<file path="src/rtl/or_reduce_accum.sv">
// Masked bit-wise OR of CHANNELS words, OR-accumulated over a frame of FRAME_LEN beats (or until flush).
// Latency: out_valid rises on the edge that accepts the closing beat.
// Backpressure: in_ready drops while a result is held, until out_valid && out_ready. Optional hit_chan port: `define OR_REDUCE_HIT_EN.
module or_reduce_accum #(
  parameter int WIDTH     = 4,
  parameter int CHANNELS  = 8,
  parameter int FRAME_LEN = 4
) (
  input  logic                      clk,
  input  logic                      rst_n,
  input  logic [CHANNELS*WIDTH-1:0] in_data,
  input  logic                      in_valid,
  output logic                      in_ready,
  input  logic [CHANNELS-1:0]       chan_mask,
  input  logic                      flush,
  output logic [WIDTH-1:0]          out_data,
  output logic [7:0]                out_beats,
  output logic                      out_valid,
  input  logic                      out_ready
`ifdef OR_REDUCE_HIT_EN
  ,
  output logic [CHANNELS-1:0]       hit_chan
`endif
);

  localparam int CW = $clog2(FRAME_LEN + 1);
  localparam logic [CW-1:0] LAST = CW'(FRAME_LEN);

  typedef enum logic [1:0] {
    IDLE  = 2'd0,
    ACCUM = 2'd1,
    HOLD  = 2'd2
  } state_t;

  state_t            state_q, state_d;
  logic [WIDTH-1:0]  acc_q, acc_d;
  logic [CW-1:0]     cnt_q, cnt_d;
  logic [CW-1:0]     cnt_inc;
  logic [WIDTH-1:0]  out_data_q, out_data_d;
  logic [7:0]        out_beats_q, out_beats_d;
  logic              out_valid_q, out_valid_d;
  logic [WIDTH-1:0]  red;
  logic              accept;
  logic              close;

`ifdef OR_REDUCE_HIT_EN
  logic [CHANNELS-1:0] hit_red;
  logic [CHANNELS-1:0] hit_acc_q, hit_acc_d;
  logic [CHANNELS-1:0] hit_out_q, hit_out_d;
`endif

  // Ready depends only on registered state, so no path from out_ready.
  assign in_ready = (state_q != HOLD);
  assign accept   = in_valid && in_ready;
  assign cnt_inc  = cnt_q + CW'(1);

  // A frame closes when the last beat lands or when flush arrives with at least one beat in the frame.
  assign close = (state_q != HOLD) &&
                 ((accept && (cnt_inc == LAST)) || (flush && (accept || (cnt_q != '0))));

  // Masked per-bit OR across all channels of the current beat.
  always_comb begin
    red = '0;
    for (int c = 0; c < CHANNELS; c++) begin
      red = red | (in_data[c*WIDTH +: WIDTH] & {WIDTH{chan_mask[c]}});
    end
  end

`ifdef OR_REDUCE_HIT_EN
  // Per-channel "any bit set" flags for masked-in channels of the current beat.
  always_comb begin
    hit_red = '0;
    for (int c = 0; c < CHANNELS; c++) begin
      hit_red[c] = chan_mask[c] & (|in_data[c*WIDTH +: WIDTH]);
    end
  end
`endif

  // Next-state and datapath updates; everything holds unless a case below changes it.
  always_comb begin
    state_d     = state_q;
    acc_d       = acc_q;
    cnt_d       = cnt_q;
    out_data_d  = out_data_q;
    out_beats_d = out_beats_q;
    out_valid_d = out_valid_q;
`ifdef OR_REDUCE_HIT_EN
    hit_acc_d   = hit_acc_q;
    hit_out_d   = hit_out_q;
`endif
    case (state_q)
      IDLE, ACCUM: begin
        if (accept) begin
          acc_d   = acc_q | red;
          cnt_d   = cnt_inc;
          state_d = ACCUM;
`ifdef OR_REDUCE_HIT_EN
          hit_acc_d = hit_acc_q | hit_red;
`endif
        end
        if (close) begin
          // acc_d/cnt_d already include a same-cycle beat.
          state_d     = HOLD;
          out_data_d  = acc_d;
          out_beats_d = 8'(cnt_d);
          out_valid_d = 1'b1;
`ifdef OR_REDUCE_HIT_EN
          hit_out_d   = hit_acc_d;
`endif
        end
      end
      HOLD: begin
        if (out_ready) begin
          state_d     = IDLE;
          acc_d       = '0;
          cnt_d       = '0;
          out_valid_d = 1'b0;
`ifdef OR_REDUCE_HIT_EN
          hit_acc_d   = '0;
`endif
        end
      end
      default: begin
        state_d = IDLE;
      end
    endcase
  end

  // State and output registers; reset discards any partial or held frame.
  always_ff @(posedge clk or negedge rst_n) begin
    if (!rst_n) begin
      state_q     <= IDLE;
      acc_q       <= '0;
      cnt_q       <= '0;
      out_data_q  <= '0;
      out_beats_q <= '0;
      out_valid_q <= 1'b0;
`ifdef OR_REDUCE_HIT_EN
      hit_acc_q   <= '0;
      hit_out_q   <= '0;
`endif
    end else begin
      state_q     <= state_d;
      acc_q       <= acc_d;
      cnt_q       <= cnt_d;
      out_data_q  <= out_data_d;
      out_beats_q <= out_beats_d;
      out_valid_q <= out_valid_d;
`ifdef OR_REDUCE_HIT_EN
      hit_acc_q   <= hit_acc_d;
      hit_out_q   <= hit_out_d;
`endif
    end
  end

  assign out_data  = out_data_q;
  assign out_beats = out_beats_q;
  assign out_valid = out_valid_q;
`ifdef OR_REDUCE_HIT_EN
  assign hit_chan  = hit_out_q;
`endif

endmodule

</file>
<file path="config.mk">
export PLATFORM = sky130hd
export DESIGN_NAME = or_reduce_accum
export DESIGN_NICKNAME = d
export VERILOG_FILES = /design/src/rtl/or_reduce_accum.sv
export SDC_FILE = /design/constraint.sdc
export NUM_CORES = 1
export LEC_CHECK = 0
export BUFFER_PORTS_ARGS = -buffer_cell sky130_fd_sc_hd__buf_2
export CORE_ASPECT_RATIO = 1.5
export CORE_UTILIZATION = 46
export CTS_CLUSTER_DIAMETER = 50
export DETAILED_ROUTE_END_ITERATION = 10
export HOLD_SLACK_MARGIN = 0.06
export PLACE_DENSITY_LB_ADDON = 0.2
export SETUP_SLACK_MARGIN = 0.05
export SYNTH_ARGS = -nofsm -noshare
export SYNTH_HDL_FRONTEND = slang
export SYNTH_SLANG_ARGS = --single-unit
export TNS_END_PERCENT = 30
</file>
<file path="constraint.sdc">
create_clock -name clk -period 5.1 [get_ports clk]
set_input_delay 0.51 -clock clk [delete_from_list [all_inputs] [get_ports clk]]
set_output_delay 0.51 -clock clk [all_outputs]
set_load 0.05 [all_outputs]
</file>
**After elaboration in Yosys (flattened, before gate mapping)**

Index checks and enable logic that the tools add are counted.

- Bits in registers: 17
- Bits of input ports: 45

- $add $sub $neg: 1
- Eq/ne operators: 7
- Multiplexer cells: 13
- Bitwise operators: 16
- Reductions and logical operators: 14

Operators with widths:

| kind | number |
|---|---|
| 4-bit AND | 8 |
| 4-bit bitwise OR | 8 |
| 4-bit 2-to-1 mux | 2 |
| 4-bit one-hot mux with 2 select lines | 1 |
| 2-bit 2-to-1 mux | 3 |
| 3-bit 2-to-1 mux | 2 |
| 2-bit != test, second input constant | 3 |
| 3-bit one-hot mux with 2 select lines | 1 |
| 2-bit AND reduction | 3 |
| 1-bit logical AND | 4 |
| 2-bit one-hot mux with 2 select lines | 1 |
| 3-bit by 1-bit adder with 3-bit output, second input constant | 1 |
| 3-bit equality test, second input constant | 1 |
| 3-bit != test, second input constant | 1 |
| 3-bit AND reduction | 1 |
| 3-bit nonzero test | 1 |
| 2-bit by 1-bit equality test with 1-bit output, second input constant | 1 |
| 2-bit equality test, second input constant | 1 |
| 2-bit logical NOT | 1 |
| 1-bit logical OR | 2 |
| 1-bit 2-to-1 mux | 2 |
| 1-bit one-hot mux with 2 select lines | 1 |
| 2-bit nonzero test | 1 |
| 2-bit OR reduction | 1 |

**Depth between registers and ports, before layout**

Gate-level depths: netlist of the first run.

- Depth after elaboration: 11
- Gate-level depth with buffers: 6
- Depth with buffers taken out: 6

**Least setup slack after synthesis of the first run**

OpenSTA, ideal clock, no wires.

- Path type: register -> register
- Start: register cnt_q[0]
- End: register out_beats_q[0], in the netlist out_beats[0]
- Library setup time: 125 ps
- Arrival time: 1646 ps
- Required time: 4975 ps
- Slack: 3329 ps
- Stages on the path, launching flop included: 6
- Clock period less this slack: 1771 ps
- Cell sequence: dfrtp_1 > ha_1 > nand2_1 > a31oi_2 > a211oi_4 > mux2_2

- Word-level cells in the longest chain between the ends: 6
- Elaborated cells between the ends (all ways): 10
- Those cells by class: 1 x add/sub; 1 x eq/ne; 1 x mux; 7 x reduce/logical

Ends and longest elaborated chain:

| item | line | text |
|---|---|---|
| start: declaration | 37 | `logic [CW-1:0] cnt_q, cnt_d;` |
| start signal: assignment | 145 | `cnt_q <= cnt_d;` |
| 3-bit by 1-bit adder with 3-bit output or 3-bit nonzero test (tied branches) | 55, 59 |  |
| 3-bit equality test or 1-bit logical OR (tied branches) | 59 | `((accept && (cnt_inc == LAST)) \|\| (flush && (accept \|\| (cnt_q != '0))));` |
| 1-bit logical AND | 59 |  |
| 1-bit logical OR | 59 |  |
| 1-bit logical AND | 58 | `assign close = (state_q != HOLD) &&` |
| 2-bit AND reduction (no line) | -- |  |
| end signal: assignment | 147 | `out_beats_q <= out_beats_d;` |
| end: declaration | 40 | `logic [7:0] out_beats_q, out_beats_d;` |

Parallel ways exist; a longest one is shown, timed or not.
A chain may end at the register's enable or synchronous reset.

**Worst setup path after layout of the first run**

- Start: register cnt_q[0]
- End: register out_beats_q[2], in the netlist out_beats[2]

The elaborated chain is that of the path after synthesis.

==> metrics.cfg, run 1 <==
[detailed_routing]
ant_nets=0
drt-total-wl_mm=2.48
vias_per_cell=5.49
wl_per_cell_um=14.2
num_vias=960
first_iter_violations=14
drt-pass1-iter-count=4
drc=0

[clocking]
cts_sinks=17
clk_pin_slew_worst_paths_ns=0.10
cts.path.max_buffers=2
cts_setup_buffers=0
cts.repair.resized=0
cts_tree=yes
insertion_delay_ns=0.30
htreeDepth=1
cts_buffers=3
root_buffer=clkbuf_4
postCtsHoldBufs=0

[final_layout]
final.fill_count=190
postLayoutCellArea_um2=1300
area_growth_syn_to_layout_pct=28.6
multi_input_area_um2=528
final_util_pct=63.4
fin_nets=202
drive_above_1_share_pct=43.8
diodes=0
register_area_um2=425

[grt]
gr-total-overflow=0
antenna_found_initial=0
grt_max_degree=18
grt_pass1_vias=835
grt.total_usage_pct=22.4
grt_pass1_wl_mm=3.52

[setup_path]
endpoint_kind=register
worst-path-buf-inv=0
crit_family=compound AO/OA/AOI/OAI gates
max_stage_delay_ns=0.49
regToRegSetupSlack_ns=3.12
cp_slowest_cell=a211oi_4
crit_path_cell_trace=ha_1 -> nand2_1 -> a31oi_2 -> a211oi_4 -> mux2_2
worst_setup_path_start_kind=register
critPathArrivalTime_ns=2.17
path_class=reg -> reg
critPathMaxFanout=9
critPathRequiredTime_ns=5.29

[yosys]
yosysSeqAreaShare_pct=42.1
synth-adder-area-share_pct=3.71
synth_compound_area_share_pct=26.2
ys_warn_count=0
syn_area_per_cell_um2=10.2
synthCells=99
synthMuxAreaShare_pct=9.78
synth_area_leaders=dfrtp_1 (42%), a22oi_1 (12%), mux2_2 (7.8%)
synth-simple-area-share_pct=8.91
synth_xor_area_share_pct=1.73
yosysTopAreaCell=dfrtp_1
yosys_register_bits=17
synth_area_um2=1010
ys_types=28
synth_top_area_share_pct=42.1
synth_top_family_by_area=compound AO/OA/AOI/OAI gates

[status]
status=finished clean

[min_path]
min_path_type=in -> async

[sta]
hold_viol=0
max_freq_mhz=504
slew_violations=0
rsz0062_at_grt=false
fin_skew_ns=0.00436
min_period_ns=1.98
fin_crit_sh_pct=38.9
worstMarginPinSlew_ns=0.506
setup_tns_ns=0
max_slew_margin_pct=66.2
finalSetupViolations=0

[floorplanning]
rows=20
chipHeight_um=59.4
die_area_um2=2390
core_um2=2050
initial_core_util_pct=49.3
io_pins=59
die_w_um=40.3

[power_and_ir_drop]
ir_worst_vdd_uv=336
p_leak_uw=0.000656
powerDensity_nw_per_um2=535
power.total_uw=695

[place]
portBuffers=53
hpwl_mm=1.92
gp_congestion=0.738
dpl_cell_area_um2=1270

[job]
drv_cap=0

## flip-flops by register name, summed over array words and instances, names as in the netlist
signal	count
acc_q	4
cnt_q	3
out_beats	3
out_data	4
out_valid	1
state_q	2
## synthesized netlist by cell type
cell and number:
o21ai_0 2, nand3_1 1, xnor2_1 2, o21bai_1 1, nor3_1 1, mux2_2 7
nand2_1 7, a22oi_1 16, conb_1 1, a211oi_4 1, buf_4 5, inv_1 7
a21boi_0 2, a31oi_2 1, clkbuf_1 1, nand4_1 4, a21o_1 3, o22ai_2 1
a21oi_1 6, nor2b_1 1, mux2i_1 2, a22o_1 1, buf_2 1, dfrtp_1 17
ha_1 3, nand2b_1 3, a31oi_1 1, nor2_1 1
## stage by stage
stage | cells | hold WS (ns) | setup WS, ns
2_1_floorplan | 103 | 0.214 | 3.33
3_3_place_gp | 171 | 0.439 | 3.21
3_5_place_dp | 171 | 0.448 | 3.15
4_1_cts | 175 | 0.122 | 3.12
5_1_grt | 175 | 0.140 | 3.02
6_report | 175 | 0.113 | 3.12
## power by group
part           switching [uW]  leakage [uW]  internal [uW]
clock                    43.6     0.0000177           29.2
sequential               51.3      0.000191            195
combinational             241      0.000447            134
## layout by cell type, fill, tap and decap left out, types with 2 or more instances in the layout
master	instances
inv_1	7
clkbuf_4	3
nand2_1	7
o21ai_0	2
nand2b_1	3
conb_1	5
a21oi_1	6
a21boi_0	2
ha_1	3
dfrtp_1	17
a22oi_1	16
nand4_1	4
a21o_1	3
buf_2	53
xnor2_1	2
mux2i_1	2
mux2_2	7
## logic make-up (layout without fill, tap and decap cells)
family,count (synthesis),in the layout
AO/OA/AOI/OAI,35,35
AND/OR/NAND/NOR,18,18
flip-flops,17,17
buffers and inverters,14,64
multiplexers,9,9
adder cells (fa/ha/maj),3,3
XOR/XNOR,2,2
other,1,5
## path summary, 6_finish.rpt
| check | from | end | depth (start not counted) |
|---|---|---|---|
| min in group clk | out_ready | state_q[1] | 2 |
| setup reg to reg | cnt_q[0] | out_beats[2] | 5 |
| setup / recovery | cnt_q[0] | out_beats[2] | 5 |
| hold reg to reg | out_beats[1] | out_beats[1] | 1 |
| max in group asynchronous | rst_n | out_data[1] | 1 |
| hold / removal | rst_n | cnt_q[2] | 1 |
## worst register-to-register path: stages (launching register included)
cell and delay (ns):
dfrtp_1 0.45, ha_1 0.29, nand2_1 0.11, a31oi_2 0.13, a211oi_4 0.49, mux2_2 0.40
## final cells by class
cell class                      instances  area share (%)
Clock buffer                            3            1.73
Inverter                                7            2.02
Clock inverter                          1           0.385
Multi-Input combinational cell         72            40.6
Timing Repair Buffer                   53            20.4
Sequential cell                        17            32.7
Tap cell                               22            2.12
## routing by layer
layer / global-route usage, % / vias to the layer above / share of wire [%]
li1: - / 473 / -
met3: 1.13 / 5 / 8.7
met5: 0 / - / 0
met2: 44.2 / 47 / 56
met4: 11.4 / 0 / 2.0
met1: 20.7 / 435 / 34
(Power assumes the default switching activity.)
==> inputs of run 2 (changes only) <==
--- a/config.mk
+++ b/config.mk
@@ -5,9 +5,10 @@
 export SDC_FILE = /design/constraint.sdc
 export NUM_CORES = 1
 export LEC_CHECK = 0
+export ABC_AREA = 1
 export BUFFER_PORTS_ARGS = -buffer_cell sky130_fd_sc_hd__buf_2
 export CORE_ASPECT_RATIO = 1.5
-export CORE_UTILIZATION = 46
+export CORE_UTILIZATION = 44
 export CTS_CLUSTER_DIAMETER = 50
 export DETAILED_ROUTE_END_ITERATION = 10
 export HOLD_SLACK_MARGIN = 0.06
==> constraint.sdc (replaced) <==
create_clock -name clk -period 2 [get_ports clk]
set_input_delay 0.2 -clock clk [delete_from_list [all_inputs] [get_ports clk]]
set_output_delay 0.2 -clock clk [all_outputs]
set_load 0.05 [all_outputs]
==> run 2 against run 1 <==
Compared with the run above:
- combinational power grew to 2.8 times the previous value
- non-clock buffer count increased by 1
- maximum frequency rose by 40%
- area after synthesis increased by 11%
- sequential share of layout area fell by 2.8 points
- worst hold slack gained 0.0072 ns
- clock skew decreased by 0.0022 ns
- sequential cell count stayed put
- core utilization fell by 4.6 points
- register-to-register slack worse by 2.5 ns
- cell count rose by 41%
- critical endpoint is now out_data[0]
- largest cell class unchanged
- highest routed layer unchanged
==> metrics.cfg, run 2 <==
[clocking]
cts_sinks=17
root_buffer=clkbuf_4
insertion_delay_ns=0.29
clk_pin_slew_worst_paths_ns=0.09
htreeDepth=1
cts_buffers=3
cts_setup_buffers=0
cts.path.max_buffers=2
cts_tree=yes

[yosys]
syn_area_per_cell_um2=6.74
yosysTopAreaCell=dfrtp_1
synth_edf_count=0
ys_warn_count=0
ys.flop_type=dfrtp_1
synth_area_leaders=dfrtp_1 (38%), nand2_1 (29%), o21ai_0 (4.0%)
synthCells=166
postSynth.asyncResetShare_pct=100
ys_types=19
synth_top_area_share_pct=38.0
yosysSeqAreaShare_pct=38.0
yosysMostFrequentCell=nand2_1
yosys_register_bits=17
synthTopCellsByCount=nand2_1 (87), dfrtp_1 (17), inv_1 (11), nor2_1 (11), o21ai_0 (9)
synth_area_um2=1120

[final_layout]
final_cell_mix=nand2_1 (87), buf_2 (53), dfrtp_1 (17)
drive_above_1_share_pct=29.7
postLayoutCellArea_um2=1420
fin_nets=271
diodes=0
final_common_cell=nand2_1
final.fill_count=245
multi_input_area_um2=618
area_growth_syn_to_layout_pct=27.2
register_area_um2=425
final_util_pct=58.7

[grt]
grt_max_degree=18
grt-busiest-layer=met2
antenna_found_initial=0
use_met1_pct=22.5
use_met3_pct=1.41
grt_pass1_vias=1141
grt.total_usage_pct=20.7
grt_pass1_wl_mm=4.43
grt_use_met2_pct=39.7
gr-total-overflow=0

[detailed_routing]
wl_per_cell_um=10.8
ant_nets=0
first_iter_violations=25
drt-pass1-iter-count=5
drc=0
drt-total-wl_mm=2.66
num_vias=1161
vias_per_cell=4.72

[place]
dpl_cell_area_um2=1390
portBuffers=53
gp_congestion=0.796
hpwl_mm=2.13
dp_slack_ns=0.587

[floorplanning]
initial_core_util_pct=46.2
core_um2=2420
die_area_um2=2750
rows=22
chipHeight_um=63.8
io_pins=59
die_w_um=43.2

[power_and_ir_drop]
ir_worst_vdd_uv=744
p_leak_uw=0.000863
powerDensity_nw_per_um2=1310

[sta]
setup_tns_ns=0
fin_crit_sh_pct=70.9
setup_slack_ns=0.581
hold_slack_ns=0.120
hold_viol=0
fin_skew_ns=0.00215
slew_violations=0
finalSetupViolations=0
max_freq_mhz=705
rsz0062_at_grt=false
min_period_ns=1.42

[setup_path]
worst_setup_path_start_kind=register
critPathRequiredTime_ns=2.19
critPathArrivalTime_ns=1.61
crit_path_cell_trace=ha_1 -> nand2_1 -> inv_1 -> nor2_2 -> nand3_4 -> nand2_4 -> nand2_4 -> nand2_1 -> nand2_1
endpoint_kind=register
worst-path-buf-inv=1
max_stage_delay_ns=0.41
crit_family=simple AND/OR/NAND/NOR gates
crit_top_cell=nand2_1
critPathMaxFanout=9
path_class=reg -> reg
cp_slowest_cell=dfrtp_1
regToRegSetupSlack_ns=0.58

[min_path]
min_path_type=in -> reg

[status]
status=finished clean

[job]
drv_cap=0

run 2: per-stage QoR:
step	std cells	power [uW]
3_3_place_gp	241	1660
3_5_place_dp	241	1690
6_report	246	1860
5_1_grt	246	2030
2_1_floorplan	170	1430
4_1_cts	246	1880
run 2: cell families after synthesis:
kind of cell | after synthesis | share of synthesized area [%]
simple gates | 110 | 41.9
buf+inv | 18 | 8.05
flops | 17 | 38.0
compound gates | 16 | 7.49
fa+ha+maj | 3 | 3.36
xor+xnor | 1 | 0.783
other cells | 1 | 0.335
run 2: path summary, 6_finish.rpt:
kind | to | cells after the start | start
worst max register to register | out_data[0] | 9 | cnt_q[0]
min in group asynchronous | cnt_q[2] | 2 | rst_n
worst min register to register | out_beats[1] | 2 | out_beats[1]
worst max-delay path | out_data[0] | 9 | cnt_q[0]
worst min-delay path | state_q[1] | 2 | out_ready
max in group asynchronous | acc_q[2] | 2 | rst_n
run 2: repair_timing:
action | in CTS | in global routing
gates resized for setup | 0 | 0
hold endpoints to repair | 17 | 0
hold buffers | 1 | 0
run 2: area by class of cell:
| cell class | instances | share of cell area, % |
|---|---|---|
| tap | 24 | 2.11 |
| sequential | 17 | 29.9 |
| timing repair buffer | 54 | 19.3 |
| inverter | 12 | 3.34 |
| multi-input combinational | 135 | 43.4 |
| clock buffer | 4 | 1.85 |
run 2: worst register-to-register path, stage by stage (launching register included):
cell and delay, ns:
dfrtp_1 0.41, ha_1 0.22, nand2_1 0.06, inv_1 0.04
nor2_2 0.14, nand3_4 0.11, nand2_4 0.10, nand2_4 0.09
nand2_1 0.09, nand2_1 0.05
run 2: power breakdown:
group | total, uW | switching [uW] | internal (uW) | leakage (uW)
Combinational | 1070 | 773 | 300 | 0.000639
Sequential | 602 | 97.1 | 505 | 0.000208
Clock | 182 | 105 | 77.7 | 0.0000150
run 2: metal layers:
layer | routed length (um) | up-vias
li1 | - | 613
met5 | 0 | -
met3 | 238 | 4
met4 | 38 | 0
met2 | 1430 | 58
met1 | 950 | 486
==> inputs of run 3 (changes only) <==
--- a/config.mk
+++ b/config.mk
@@ -5,10 +5,10 @@
 export SDC_FILE = /design/constraint.sdc
 export NUM_CORES = 1
 export LEC_CHECK = 0
-export ABC_AREA = 1
+export ABC_AREA = 0
 export BUFFER_PORTS_ARGS = -buffer_cell sky130_fd_sc_hd__buf_2
 export CORE_ASPECT_RATIO = 1.5
-export CORE_UTILIZATION = 44
+export CORE_UTILIZATION = 43
 export CTS_CLUSTER_DIAMETER = 50
 export DETAILED_ROUTE_END_ITERATION = 10
 export HOLD_SLACK_MARGIN = 0.06
==> constraint.sdc (replaced) <==
create_clock -name clk -period 1.34 [get_ports clk]
set_input_delay 0.134 -clock clk [delete_from_list [all_inputs] [get_ports clk]]
set_output_delay 0.134 -clock clk [all_outputs]
set_load 0.05 [all_outputs]
==> run 3 against run 2 <==
Compared with the run above:
- the flow now finishes with violations (negative setup slack)
- die area decreased by 7.2%
- clock-buffer cell count did not move
- non-clock buffer count up 17
- sequential power grew 56%
- core utilization grew 11 points
- maximum frequency decreased by 13%
- worst hold slack gained 0.16 ns
- register-to-register slack worse by 0.87 ns
- cell count shrank 21%
- clock power is 43% higher
- clock skew grew 0.0030 ns
- critical path type unchanged
- critical endpoint unchanged
- highest routed layer unchanged
==> metrics.cfg, run 3 (synthesis gave the netlist of run 1 again) <==
[floorplanning]
die_w_um=41.6
initial_core_util_pct=45.3
chipHeight_um=61.4
core_um2=2230
io_pins=59
die_area_um2=2550
rows=21

[detailed_routing]
vias_per_cell=5.42
num_vias=1051
wl_per_cell_um=14.4
drt-pass1-iter-count=4
first_iter_violations=10
drc=0
drt-total-wl_mm=2.79
ant_nets=0

[sta]
hold_slack_ns=0.278
rsz0062_at_grt=true
fin_skew_ns=0.00511
min_period_ns=1.63
hold_viol=0
setup_slack_ns=-0.290
slew_violations=0
fin_crit_sh_pct=122
max_freq_mhz=614
finalSetupViolations=10

[clocking]
cts_buffers=3
root_buffer=clkbuf_4
cts_tree=yes
htreeDepth=1
cts.path.max_buffers=2
clk_pin_slew_worst_paths_ns=0.09
cts_sinks=17
insertion_delay_ns=0.28

[place]
gp_congestion=0.788
dpl_cell_area_um2=1420
hpwl_mm=2.32
portBuffers=53
dp_slack_ns=-0.335

[power_and_ir_drop]
power.total_uw=3220
powerDensity_nw_per_um2=2080
ir_worst_vdd_uv=1140
p_leak_uw=0.000779

[final_layout]
area_growth_syn_to_layout_pct=53.6
final_common_cell=buf_2
fin_nets=220
register_area_um2=429
final.fill_count=189
multi_input_area_um2=609
diodes=0
drive_above_1_share_pct=54.4
postLayoutCellArea_um2=1550
final_cell_mix=buf_2 (52), a22oi_1 (16), dfrtp_1 (14)

[setup_path]
cp_slowest_cell=dfrtp_2
worst-path-buf-inv=1
crit_path_cell_trace=ha_4 -> nand2_4 -> a31oi_4 -> a211oi_4 -> buf_6 -> mux2_4
critPathArrivalTime_ns=1.80
max_stage_delay_ns=0.46
reg2reg_depth=6
crit_family=flip-flops
endpoint_kind=register
worst_setup_path_start_kind=register
path_class=reg -> reg
critPathMaxFanout=4
crit_cells=6
critPathRequiredTime_ns=1.52

[grt]
grt_pass1_wl_mm=4.39
antenna_found_initial=0
grt_max_degree=18
gr-total-overflow=0
grt.total_usage_pct=23.3
grt_pass1_vias=997

[min_path]
min_path_type=in -> reg
min_path_cells=5

[job]
drv_cap=0

[status]
status=finished, violations left
violations=negative setup slack

-- run 3: cell count changes in the layout (fill, tap and decap cells not counted), moves of 4 or more --
cell,before,now
mux2_4,0,5
buf_4,0,12
nand2_1,87,6
nand4_1,0,4
inv_1,11,4
nor2_1,11,1
a22oi_1,0,16
buf_6,0,4
o21ai_0,9,1
-- run 3: cell type report --
| cell class | count | share of cell area (%) |
|---|---|---|
| clock buffers | 4 | 1.69 |
| flip-flops and latches | 17 | 27.6 |
| well taps | 23 | 1.85 |
| multi-input cells | 72 | 39.2 |
| repair buffers | 71 | 27.7 |
| inverters | 7 | 1.85 |
-- run 3: path summary, 6_finish.rpt --
path,endpoint,from,slack (ns)
worst max-delay path,out_data[0],cnt_q[0],-0.29
worst min-delay path,acc_q[2],in_data[14],0.28
worst max register to register,out_data[0],cnt_q[0],-0.29
worst min register to register,out_data[1],out_data[1],0.51
max in group asynchronous,cnt_q[1],rst_n,0.77
min in group asynchronous,acc_q[1],rst_n,0.29
-- run 3: worst register-to-register path, stage by stage (launching register included) --
cell,delay [ns]
dfrtp_2,0.46
ha_4,0.20
nand2_4,0.07
a31oi_4,0.09
a211oi_4,0.24
buf_6,0.17
mux2_4,0.30
-- run 3: metrics by stage --
step                TNS, ns  std cells  utilization (%)
floorplan             -1.93        103                -
global placement      -1.85        186             63.6
detailed placement    -2.33        186             63.6
CTS                   -1.86        193             68.2
global route          -2.71        194             69.5
finish                -2.11        194             69.5
-- run 3: timing repair --
| item | CTS | global route |
|---|---|---|
| hold endpoints to repair | 18 | 0 |
| hold buffers | 2 | 0 |
| buffers inserted | 1 | 1 |
| pin swaps | 4 | 2 |
| cloned | 0 | 0 |
| resized for setup | 13 | 6 |
| endpoints found under the setup margin | 11 | 12 |
-- run 3: routing by layer --
layer	vias up	share of wire, %	global-route usage [%]
met2	49	59	45.5
li1	501	-	-
met4	0	1.8	13.4
met5	-	0	0
met3	6	7.5	5.87
met1	495	32	22.1
-- run 3: report_power, final --
group	total [uW]	switching, uW	internal [uW]
Sequential	942	188	754
Combinational	2020	1100	924
Clock	260	145	115
